### src/rtl/mips_mc_controller.sv
// mips_mc_controller
//   Multi-cycle MIPS control unit. A Moore FSM steps one instruction through
//   3..5 states; an ALU decoder turns aluop/funct into the ALU function code.
//
//   Ports
//     clk         rising-edge clock
//     reset       asynchronous active-low reset (0 = in reset)
//     op, funct   instr[31:26] / instr[5:0] from the instruction register
//     zero        ALU zero flag, only consulted in BRANCH
//     pcen        PC enable = pcwrite | (branch & zero)
//     memwrite, iord, irwrite, regdst, memtoreg, regwrite,
//     alusrca, alusrcb[1:0], pcsrc[1:0], alucontrol[2:0]
//                 datapath enables / selects, registered
//     illegal     high during DECODE when op is not supported
//     state[3:0]  current state encoding (debug)
//
//   state   | meaning
//   --------+---------------------------------------------
//   FETCH   | read instr at PC, IR <= mem, PC <= PC + 4
//   DECODE  | read regs, precompute branch target
//   MEMADR  | ALUOut <= A + signext(imm)
//   MEMRD   | read data memory at ALUOut
//   MEMWB   | rt <= Data
//   MEMWR   | write B to data memory at ALUOut
//   EXECUTE | R-type ALU op on A, B
//   ALUWB   | rd <= ALUOut
//   BRANCH  | A - B, PC <= ALUOut if zero
//   ADDIEX  | A + signext(imm)
//   ADDIWB  | rt <= ALUOut
//   JUMP    | PC <= jump target
//   12..15  | unreachable, return to FETCH with outputs low

module mips_mc_controller (
  input  logic       clk,
  input  logic       reset,
  input  logic [5:0] op,
  input  logic [5:0] funct,
  input  logic       zero,
  output logic       pcen,
  output logic       memwrite,
  output logic       iord,
  output logic       irwrite,
  output logic       regdst,
  output logic       memtoreg,
  output logic       regwrite,
  output logic       alusrca,
  output logic [1:0] alusrcb,
  output logic [1:0] pcsrc,
  output logic [2:0] alucontrol,
  output logic       illegal,
  output logic [3:0] state
);

  typedef enum logic [3:0] {
    FETCH   = 4'd0,
    DECODE  = 4'd1,
    MEMADR  = 4'd2,
    MEMRD   = 4'd3,
    MEMWB   = 4'd4,
    MEMWR   = 4'd5,
    EXECUTE = 4'd6,
    ALUWB   = 4'd7,
    BRANCH  = 4'd8,
    ADDIEX  = 4'd9,
    ADDIWB  = 4'd10,
    JUMP    = 4'd11
  } state_t;

  typedef struct packed {
    logic       pcwrite;
    logic       branch;
    logic       memwrite;
    logic       iord;
    logic       irwrite;
    logic       regdst;
    logic       memtoreg;
    logic       regwrite;
    logic       alusrca;
    logic [1:0] alusrcb;
    logic [1:0] pcsrc;
    logic [1:0] aluop;
  } ctl_t;

  localparam logic [5:0] OP_RTYPE = 6'b000000;
  localparam logic [5:0] OP_LW    = 6'b100011;
  localparam logic [5:0] OP_SW    = 6'b101011;
  localparam logic [5:0] OP_BEQ   = 6'b000100;
  localparam logic [5:0] OP_ADDI  = 6'b001000;
  localparam logic [5:0] OP_J     = 6'b000010;

  state_t     state_q, state_d;
  logic       run_q, run_d;
  ctl_t       ctl_q, ctl_d;
  logic [2:0] alucontrol_q, alucontrol_d;
  logic       op_legal;

  always_comb begin
    op_legal = 1'b0;
    case (op)
      OP_RTYPE, OP_LW, OP_SW, OP_BEQ, OP_ADDI, OP_J: op_legal = 1'b1;
      default:                                        op_legal = 1'b0;
    endcase
  end

  // Next state. run_q is low for the reset period, so the first rising edge
  // after release lands in FETCH with FETCH outputs, not in DECODE.
  always_comb begin
    run_d   = 1'b1;
    state_d = FETCH;
    if (run_q) begin
      case (state_q)
        FETCH:   state_d = DECODE;
        DECODE: begin
          case (op)
            OP_LW, OP_SW: state_d = MEMADR;
            OP_RTYPE:     state_d = EXECUTE;
            OP_BEQ:       state_d = BRANCH;
            OP_ADDI:      state_d = ADDIEX;
            OP_J:         state_d = JUMP;
            default:      state_d = FETCH;
          endcase
        end
        MEMADR:  state_d = op[3] ? MEMWR : MEMRD;
        MEMRD:   state_d = MEMWB;
        EXECUTE: state_d = ALUWB;
        ADDIEX:  state_d = ADDIWB;
        default: state_d = FETCH;
      endcase
    end
  end

  // Outputs are decoded from the state being entered and registered, so they
  // are glitch-free and cleared together with the state by reset.
  always_comb begin
    ctl_d = '0;
    case (state_d)
      FETCH: begin
        ctl_d.alusrcb = 2'b01;
        ctl_d.irwrite = 1'b1;
        ctl_d.pcwrite = 1'b1;
      end
      DECODE:  ctl_d.alusrcb = 2'b11;
      MEMADR, ADDIEX: begin
        ctl_d.alusrca = 1'b1;
        ctl_d.alusrcb = 2'b10;
      end
      MEMRD:   ctl_d.iord = 1'b1;
      MEMWB: begin
        ctl_d.memtoreg = 1'b1;
        ctl_d.regwrite = 1'b1;
      end
      MEMWR: begin
        ctl_d.iord     = 1'b1;
        ctl_d.memwrite = 1'b1;
      end
      EXECUTE: begin
        ctl_d.alusrca = 1'b1;
        ctl_d.aluop   = 2'b10;
      end
      ALUWB: begin
        ctl_d.regdst   = 1'b1;
        ctl_d.regwrite = 1'b1;
      end
      BRANCH: begin
        ctl_d.alusrca = 1'b1;
        ctl_d.aluop   = 2'b01;
        ctl_d.pcsrc   = 2'b01;
        ctl_d.branch  = 1'b1;
      end
      ADDIWB:  ctl_d.regwrite = 1'b1;
      JUMP: begin
        ctl_d.pcsrc   = 2'b10;
        ctl_d.pcwrite = 1'b1;
      end
      default: ctl_d = '0;
    endcase
  end

  // funct is valid from DECODE onward, which is when EXECUTE's code is built.
  always_comb begin
    alucontrol_d = 3'b010;
    case (ctl_d.aluop)
      2'b01:   alucontrol_d = 3'b110;
      2'b10: begin
        case (funct)
          6'b100010: alucontrol_d = 3'b110;
          6'b100100: alucontrol_d = 3'b000;
          6'b100101: alucontrol_d = 3'b001;
          6'b101010: alucontrol_d = 3'b111;
          default:   alucontrol_d = 3'b010;
        endcase
      end
      default: alucontrol_d = 3'b010;
    endcase
  end

  always_ff @(posedge clk or negedge reset) begin
    if (!reset) begin
      state_q      <= FETCH;
      run_q        <= 1'b0;
      ctl_q        <= '0;
      alucontrol_q <= 3'b000;
    end else begin
      state_q      <= state_d;
      run_q        <= run_d;
      ctl_q        <= ctl_d;
      alucontrol_q <= alucontrol_d;
    end
  end

  assign pcen       = ctl_q.pcwrite | (ctl_q.branch & zero);
  assign memwrite   = ctl_q.memwrite;
  assign iord       = ctl_q.iord;
  assign irwrite    = ctl_q.irwrite;
  assign regdst     = ctl_q.regdst;
  assign memtoreg   = ctl_q.memtoreg;
  assign regwrite   = ctl_q.regwrite;
  assign alusrca    = ctl_q.alusrca;
  assign alusrcb    = ctl_q.alusrcb;
  assign pcsrc      = ctl_q.pcsrc;
  assign alucontrol = alucontrol_q;
  assign state      = state_q;
  // op only becomes valid once the IR is loaded at the end of FETCH, so this
  // flag must follow op combinationally while in DECODE.
  assign illegal    = (state_q == DECODE) & ~op_legal;

endmodule
### config.mk
export PLATFORM = sky130hd
export DESIGN_NAME = mips_mc_controller
export DESIGN_NICKNAME = d
export VERILOG_FILES = /design/src/rtl/mips_mc_controller.sv
export SDC_FILE = /design/constraint.sdc
export NUM_CORES = 1
export LEC_CHECK = 0
export CORE_MARGIN = 8
export CORE_UTILIZATION = 48
export CTS_CLUSTER_SIZE = 25
export DETAILED_ROUTE_END_ITERATION = 10
export GPL_TIMING_DRIVEN = 0
export HOLD_SLACK_MARGIN = 0.06
export PLACE_DENSITY_LB_ADDON = 0.3
export SYNTH_ARGS = -nofsm -noshare
export SYNTH_HDL_FRONTEND = slang
export SYNTH_SLANG_ARGS = --single-unit
export TNS_END_PERCENT = 5
### constraint.sdc
create_clock -name clk -period 5.9 [get_ports clk]
set_clock_uncertainty 0.05 [all_clocks]
set_input_delay 0.885 -clock clk [delete_from_list [all_inputs] [get_ports clk]]
set_output_delay 0.885 -clock clk [all_outputs]
set_load 0.01 [all_outputs]
==> impl_metrics.ini, run 1 <==
[status]
status = complete, no violations

[run]
cap_violations = 0

[global_route]
grt_pass1_wl_um = 4270
antenna_found_initial = 0
grt_pass1_vias = 941
grt_max_degree = 21
grt.overflow.total = 0
grt_usage_pct = 13.0

[min_path]
hp-class = reg2reg

[pwr]
leakage_nw = 0.633
peakVddDrop_uv = 179
power_density_nw_per_um2 = 202

[layout]
regArea_um2 = 500
drive_above_1_share_pct = 12.9
syn2layout_area_growth_pct = 40.0
multi_input_area_um2 = 494
fin_area_um2 = 1500
diodes = 0
final_cells = 168
fill_cells = 172
num-nets-final = 159

[placement]
postPlaceCellArea_um2 = 1450
placedCellCount = 164
hpwl_um = 1910
gp_congestion = 0.796
port-buffer-count = 34

[yosys]
yosys_warnings = 0
netlist_instances = 102
synth-seq-area-share_pct = 46.7
syn_avg_cell_area_um2 = 10.5
synth_enable_flop_cells = 0
synth_nets = 120
synth_top_area_cell = dfrtp_1
synth.cell_area_um2 = 1070
synth.most_common_cell = dfrtp_1
synth_top_area_share_pct = 46.7
synthFlopType = dfrtp_1
synthTopCellsByCount = dfrtp_1 (20), nand2b_1 (7), nor2_1 (7)
synth_cell_type_count = 44
ys_ff_latch = 20
synth_top_cells_by_area = dfrtp_1 (47%), nand2b_1 (4.1%), ha_1 (3.5%)
synth-async-reset-ratio_pct = 100

[timing]
max_slew_margin_pct = 43.1
min_period_ns = 3.68
finalHoldViolCount = 0
tightest_slew_ns = 0.851
setup_tns_ns = 0
slew_violations = 0
rsz0062_at_grt = false
whs_ns = 0.639
max_freq_ghz = 0.271
setup_viol = 0
fin_crit_sh_pct = 62.4

[setup_path]
critical_path_buf_inv_count = 2
cp_slowest_cell = or4_1
cpPeakStageDelay_ns = 0.57
crit_end = alucontrol[0]
critPathMaxFanout = 8
crit_family = simple AND/OR/NAND/NOR gates
reg2reg_slack_ns = 3.04
timing.rr.end = alucontrol[0]
cp.depth = 10
path_cells = clkdlybuf4s50_1 > or4_1 > o31ai_1 > nand2_1 > a21oi_2 > nand2b_1 > ha_1 > inv_1 > nor4_1 > a32o_1
regToRegStartpoint = state[2]
crit_required_ns = 6.10
cp-start-kind = primary input
critical_path_class = in2reg
worstSetupEndpointType = flip-flop
worstSetupStartpoint = op[2]
reg2regPathDepth = 10
arrival_ns = 3.88

[floorplan]
die_height_um = 63.2
ios = 35
row_count = 17
die-area_um2 = 4000
core-area_um2 = 2170
initial_core_util_pct = 49.4
die_w_um = 63.2

[detailed_routing]
top_layer = met4
met2WireLength_um = 1280
m1WireLength_um = 1010
firstDrtPassIters = 4
num_vias = 908
wirelength_um = 2520
drtAntennaViolNets = 0
via_per_inst = 5.40
route.detailed.drc = 0
drtIter0Drc = 31
wl_per_cell_um = 15.0
route.met3.wl_um = 186

[clocking]
post_cts_buffers = 0
cts_tree = done
cts_num_sinks = 20
cts_buffers = 3
cts_resized = 0
cts_hold_buf = 0
cts_root_buf = clkbuf_4
clockBufferDepth = 2
path_clk_slew_ns = 0.11
htree_num_levels = 1
clkLatencyLatePin_ns = 0.30
==> worst min-delay path by stage <==
stage	cells after the start	slack [ns]	to	start
6_report	2	0.64	state[0]	run_q
5_1_grt	2	0.70	state[0]	run_q
4_1_cts	2	0.64	state[0]	run_q
3_5_place_dp	2	0.60	state[0]	run_q
3_3_place_gp	2	0.60	state[0]	run_q
2_1_floorplan	2	0.53	state[0]	run_q
==> tightest hold or removal path, cell delays in order (launching register included) <==
cell	delay, ns
dfrtp_1	0.38
o21ai_1	0.15
nor2_1	0.12
==> per-stage QoR <==
step,setup WS (ns),power [mW],utilization (%)
after floorplan,2.82,0.168,-
after global placement,2.01,0.195,66.7
after detailed placement,1.95,0.196,66.7
after CTS,2.23,0.305,69.1
after global routing,2.06,0.318,69.1
final,2.22,0.303,69.1
==> cell type report <==
class	count	share of cell area [%]
Sequential cell	20	33.4
Buffer	7	3.34
Clock inverter	1	2.00
Inverter	7	1.75
Multi-Input combinational cell	68	33.0
Timing Repair Buffer	34	22.7
Tap cell	28	2.34
Clock buffer	3	1.50
==> report_power, final <==
group          internal [mW]  switching, mW  leakage [nW]
logic                 0.0257         0.0241         0.348
registers              0.141        0.00249         0.257
clock network         0.0687         0.0412        0.0279
==> sequential cells by signal, indices dropped and copies added, names as in the netlist <==
register    flops
state           4
alusrcb         2
alusrca         1
memwrite        1
ctl_q           1
regdst          1
irwrite         1
run_q           1
pcsrc           2
regwrite        1
alucontrol      3
memtoreg        1
iord            1
==> metal layers <==
| metal | track usage, % | vias up |
|---|---|---|
| met5 | 0 | - |
| met4 | 6.13 | 0 |
| met3 | 5.83 | 6 |
| met2 | 22.8 | 30 |
| met1 | 12.9 | 432 |
| li1 | - | 440 |
==> kinds of logic (layout without fill, tap and decap cells) <==
kind of cell	after synthesis	count (layout)	share of synthesized area, %
other cells	1	1	0.350
flops	20	20	46.7
simple gates	38	38	20.1
xor+xnor	1	1	0.818
buf+inv	14	52	7.12
fa+ha+maj	4	4	4.44
compound gates	24	24	20.4
==> cells in the final DEF (no fill, tap or decap), types with 3 or more instances in the layout <==
cell	Yosys	layout
nand2_1	4	4
a21oi_1	4	4
inv_1	6	6
a211oi_1	3	3
dfrtp_1	20	20
buf_4	4	4
nand3_1	4	4
nand2b_1	7	7
clkbuf_4	0	3
ha_1	3	3
clkdlybuf4s50_1	0	34
nor2_1	7	7
(Power assumes the default switching activity.)
==> run 2, diff against run 1 <==
--- a/config.mk
+++ b/config.mk
@@ -6,7 +6,7 @@
 export NUM_CORES = 1
 export LEC_CHECK = 0
 export CORE_MARGIN = 8
-export CORE_UTILIZATION = 48
+export CORE_UTILIZATION = 40
 export CTS_CLUSTER_SIZE = 25
 export DETAILED_ROUTE_END_ITERATION = 10
 export GPL_TIMING_DRIVEN = 0
==> constraint.sdc (replaced) <==
create_clock -name clk -period 3.2 [get_ports clk]
set_clock_uncertainty 0.05 [all_clocks]
set_input_delay 0.48 -clock clk [delete_from_list [all_inputs] [get_ports clk]]
set_output_delay 0.48 -clock clk [all_outputs]
set_load 0.01 [all_outputs]
==> impl_metrics.ini, run 2 (same netlist as run 1, synthesis figures left out) <==
[setup_path]
path_cells = clkdlybuf4s50_1 > or3_4 > a2111oi_4 > a221oi_2 > or2_1 > buf_6 > nor2_1 > ha_1 > inv_1 > nor4_2 > a32o_1
cpPeakStageDelay_ns = 0.55
arrival_ns = 3.20
cp-start-kind = primary input
crit_required_ns = 3.39
critical_path_class = in2reg
critPathMaxFanout = 8
critical_path_buf_inv_count = 3
reg2reg_slack_ns = 0.41
worstSetupEndpointType = flip-flop
crit_family = simple AND/OR/NAND/NOR gates
cp_slowest_cell = clkdlybuf4s50_1

[floorplan]
die_height_um = 67.7
ios = 35
initial_core_util_pct = 42.8
row_count = 18
die-area_um2 = 4590
die_w_um = 67.7
core-area_um2 = 2500

[layout]
syn2layout_area_growth_pct = 40.7
diodes = 0
layout_commonest_cell = clkdlybuf4s50_1
drive_above_1_share_pct = 15.0
largest_reg_flops = 4
final_cell_mix = clkdlybuf4s50_1 (34), dfrtp_1 (20), nand2b_1 (7), nor2_1 (7), inv_1 (6)
num-nets-final = 159

[clocking]
cts_resized = 0
cts_hold_buf = 0
cts_buffers = 3
clockBufferDepth = 2
clkLatencyLatePin_ns = 0.29
htree_num_levels = 1
cts_num_sinks = 20
post_cts_buffers = 0
cts_root_buf = clkbuf_4
cts_tree = done
path_clk_slew_ns = 0.11

[detailed_routing]
route.detailed.drc = 0
drtAntennaViolNets = 0
firstDrtPassIters = 4
wirelength_um = 2320
via_per_inst = 5.31
num_vias = 903
wl_per_cell_um = 13.6
drtIter0Drc = 34

[global_route]
grt_pass1_vias = 889
grt_max_degree = 21
grt_pass1_wl_um = 4020
antenna_found_initial = 0
grt.overflow.total = 0
grt_usage_pct = 11.0

[timing]
max_slew_margin_pct = 44.3
setup_tns_ns = 0
min_period_ns = 3.02
finalHoldViolCount = 0
whs_ns = 0.608
setup_viol = 0
max_freq_ghz = 0.332
rsz0062_at_grt = false
tightest_slew_ns = 0.834
fin_crit_sh_pct = 94.3
slew_violations = 0

[pwr]
power_density_nw_per_um2 = 331
leakage_nw = 0.628
peakVddDrop_uv = 251

[placement]
port-buffer-count = 34
hpwl_um = 1810
gp_congestion = 0.834

[min_path]
hp-class = in2async

[run]
cap_violations = 0

[status]
status = complete, no violations
## run 2: final timing paths
kind	start	end	cells after the start
setup / recovery	op[3]	alucontrol[0]	11
min in group clk	run_q	state[0]	2
hold / removal	reset	regdst	1
max in group asynchronous	reset	ctl_q[14]	1
hold reg to reg	run_q	state[0]	2
setup reg to reg	state[2]	alucontrol[0]	10
## run 2: power by group
group          total [mW]  leakage (nW)  internal, mW  switching, mW
clock               0.139        0.0210        0.0693         0.0701
sequential          0.265         0.257         0.260        0.00505
combinational      0.0939         0.350        0.0487         0.0452
## run 2: metal layers
metal | share of wire [%] | global-route usage [%] | vias to the layer above
met2 | 46 | 18.1 | 38
met5 | 0 | 0 | -
met3 | 11 | 4.14 | 4
li1 | - | - | 439
met4 | 0.91 | 3.66 | 0
met1 | 42 | 12.9 | 422
## run 2: area by class of cell
type,instances,area [um2]
Buffer,7,50.0
Clock buffer,4,36.3
Fill cell,211,993
Inverter,7,26.3
Multi-Input combinational cell,68,515
Sequential cell,20,500
Tap cell,30,37.5
Timing Repair Buffer,34,340
## run 2: metrics by stage
step	total power [mW]	worst slack, ns	instance area (um2)	util, %	instances
finish	0.498	0.184	1510	60.3	170
global route	0.528	0.0316	1510	60.3	170
CTS	0.502	0.00319	1490	59.4	170
detailed placement	0.362	-0.287	1450	58.0	166
global placement	0.359	-0.263	1450	58.0	166
floorplan	0.311	0.527	1070	-	102
==> run 3, diff against run 2 <==
--- a/config.mk
+++ b/config.mk
@@ -9,7 +9,7 @@
 export CORE_UTILIZATION = 40
 export CTS_CLUSTER_SIZE = 25
 export DETAILED_ROUTE_END_ITERATION = 10
-export GPL_TIMING_DRIVEN = 0
+export GPL_TIMING_DRIVEN = 1
 export HOLD_SLACK_MARGIN = 0.06
 export PLACE_DENSITY_LB_ADDON = 0.3
 export SYNTH_ARGS = -nofsm -noshare
==> constraint.sdc (replaced) <==
create_clock -name clk -period 3.2 [get_ports clk]
set_clock_uncertainty 0.05 [all_clocks]
set_input_delay 0.64 -clock clk [delete_from_list [all_inputs] [get_ports clk]]
set_output_delay 0.64 -clock clk [all_outputs]
set_load 0.01 [all_outputs]
==> impl_metrics.ini, run 3 (same netlist as run 1, synthesis figures left out) <==
[status]
status = complete, no violations

[clocking]
cts_num_sinks = 20
clockBufferDepth = 2
post_cts_buffers = 0
htree_num_levels = 1
cts_tree = done
cts_root_buf = clkbuf_4
clkLatencyLatePin_ns = 0.30
cts_buffers = 3
path_clk_slew_ns = 0.11

[setup_path]
cp.depth = 6
crit_required_ns = 2.51
arrival_ns = 2.37
reg2regPathDepth = 8
cp_slowest_cell = clkdlybuf4s50_1
reg2reg_slack_ns = 0.62
crit_family = buffers and inverters
cpMostUsedCell = clkdlybuf4s50_1
cpPeakStageDelay_ns = 0.48
critical_path_class = in2out
cp-start-kind = primary input
worstSetupEndpointType = primary output
critPathMaxFanout = 6
critical_path_buf_inv_count = 3
path_cells = clkdlybuf4s50_1 > buf_4 > maj3_1 > o32ai_1 > a21oi_1 > clkdlybuf4s50_1

[timing]
max_freq_ghz = 0.327
setup_viol = 0
finalWorstSetupSlack_ns = 0.144
max_slew_margin_pct = 43.5
finalHoldViolCount = 0
slew_violations = 0
fin_crit_sh_pct = 95.5
rsz0062_at_grt = false
tightest_slew_ns = 0.845
min_period_ns = 3.06

[layout]
multi_input_area_um2 = 500
drive_above_1_share_pct = 18.4
regArea_um2 = 500
syn2layout_area_growth_pct = 44.4
layout_commonest_cell = clkdlybuf4s50_1
final_cell_mix = clkdlybuf4s50_1 (34), dfrtp_1 (20), buf_4 (14)
fin_area_um2 = 1550
largest_reg_flops = 4
diodes = 0
num-nets-final = 166
fill_cells = 219
final_cells = 177

[pwr]
power_density_nw_per_um2 = 328
leakage_nw = 0.660
peakVddDrop_uv = 303
p_total_mw = 0.508

[detailed_routing]
wirelength_um = 2410
via_per_inst = 5.12
wl_per_cell_um = 13.6
firstDrtPassIters = 4
route.met3.wl_um = 257
m1WireLength_um = 1000
met2WireLength_um = 1130
drtIter0Drc = 64
drtAntennaViolNets = 0
top_layer = met4
route.detailed.drc = 0
num_vias = 906

[floorplan]
die-area_um2 = 4590
ios = 35
die_height_um = 67.7
die_w_um = 67.7
initial_core_util_pct = 42.8
row_count = 18
core-area_um2 = 2500

[global_route]
grt_usage_pct = 10.8
grt.overflow.total = 0
antenna_found_initial = 0
grt_pass1_wl_um = 3850
grt_max_degree = 21
grt_pass1_vias = 852

[min_path]
whs_path_depth = 2
hp-class = reg2reg

[placement]
gp_congestion = 0.837
hpwl_um = 1940
placedCellCount = 173
port-buffer-count = 34
place_ws_ns = -0.105
postPlaceCellArea_um2 = 1500

[run]
cap_violations = 0
-- run 3: changes by cell type in the layout (fill, tap and decap cells not counted) --
| cell | delta |
|---|---|
| a21oi_2 | +1 |
| a21oi_4 | -1 |
| buf_2 | -1 |
| buf_4 | +10 |
| buf_6 | -1 |
| clkbuf_1 | -1 |
| nand2_1 | +1 |
| nand2_2 | -1 |
| o31ai_1 | +1 |
| o31ai_2 | -1 |
-- run 3: tightest hold or removal path: cells and delay by family, from the launching register on --
kind	cells	cell delay, ns
AO/OA/AOI/OAI	1	0.13
buffers and inverters	1	0.11
flip-flops	1	0.42
-- run 3: area by class of cell --
cell class | count | share of cell area [%]
clock buffers | 4 | 2.35
repair buffers | 48 | 28.8
well taps | 30 | 2.43
inverters | 7 | 1.70
multi-input cells | 68 | 32.4
flip-flops and latches | 20 | 32.4
-- run 3: report_power, final --
part	internal, mW	leakage (nW)	switching [mW]
combinational	0.0521	0.382	0.0454
clock	0.0694	0.0210	0.0762
sequential	0.260	0.257	0.00449
-- run 3: metal layers --
layer,up-vias,global-route usage (%)
li1,450,-
met1,426,12.9
met2,28,17.8
met3,2,3.81
met4,0,3.13
met5,-,0
-- run 3: worst paths after layout --
check | endpoint | startpoint
worst max-delay path | illegal | op[3]
worst min-delay path | state[3] | run_q
worst max register to register | alucontrol[1] | state[2]
worst min register to register | state[3] | run_q
max in group asynchronous | ctl_q[14] | reset
min in group asynchronous | regdst | reset
-- run 3: timing repair --
action | in CTS | in global routing
resized for setup | 0 | 1
endpoints found under the hold margin | 0 | 0
hold buffers | 0 | 0
endpoints found under the setup margin | 0 | 1
-- run 3: metrics by stage --
| step | hold slack (ns) | util, % | TNS (ns) |
|---|---|---|---|
| floorplan | 0.294 | - | 0 |
| global placement | 0.608 | 60.2 | -0.107 |
| CTS | 0.643 | 61.6 | 0 |
| detailed placement | 0.626 | 60.2 | -0.203 |
| global route | 0.725 | 61.9 | 0 |
| finish | 0.653 | 61.9 | 0 |
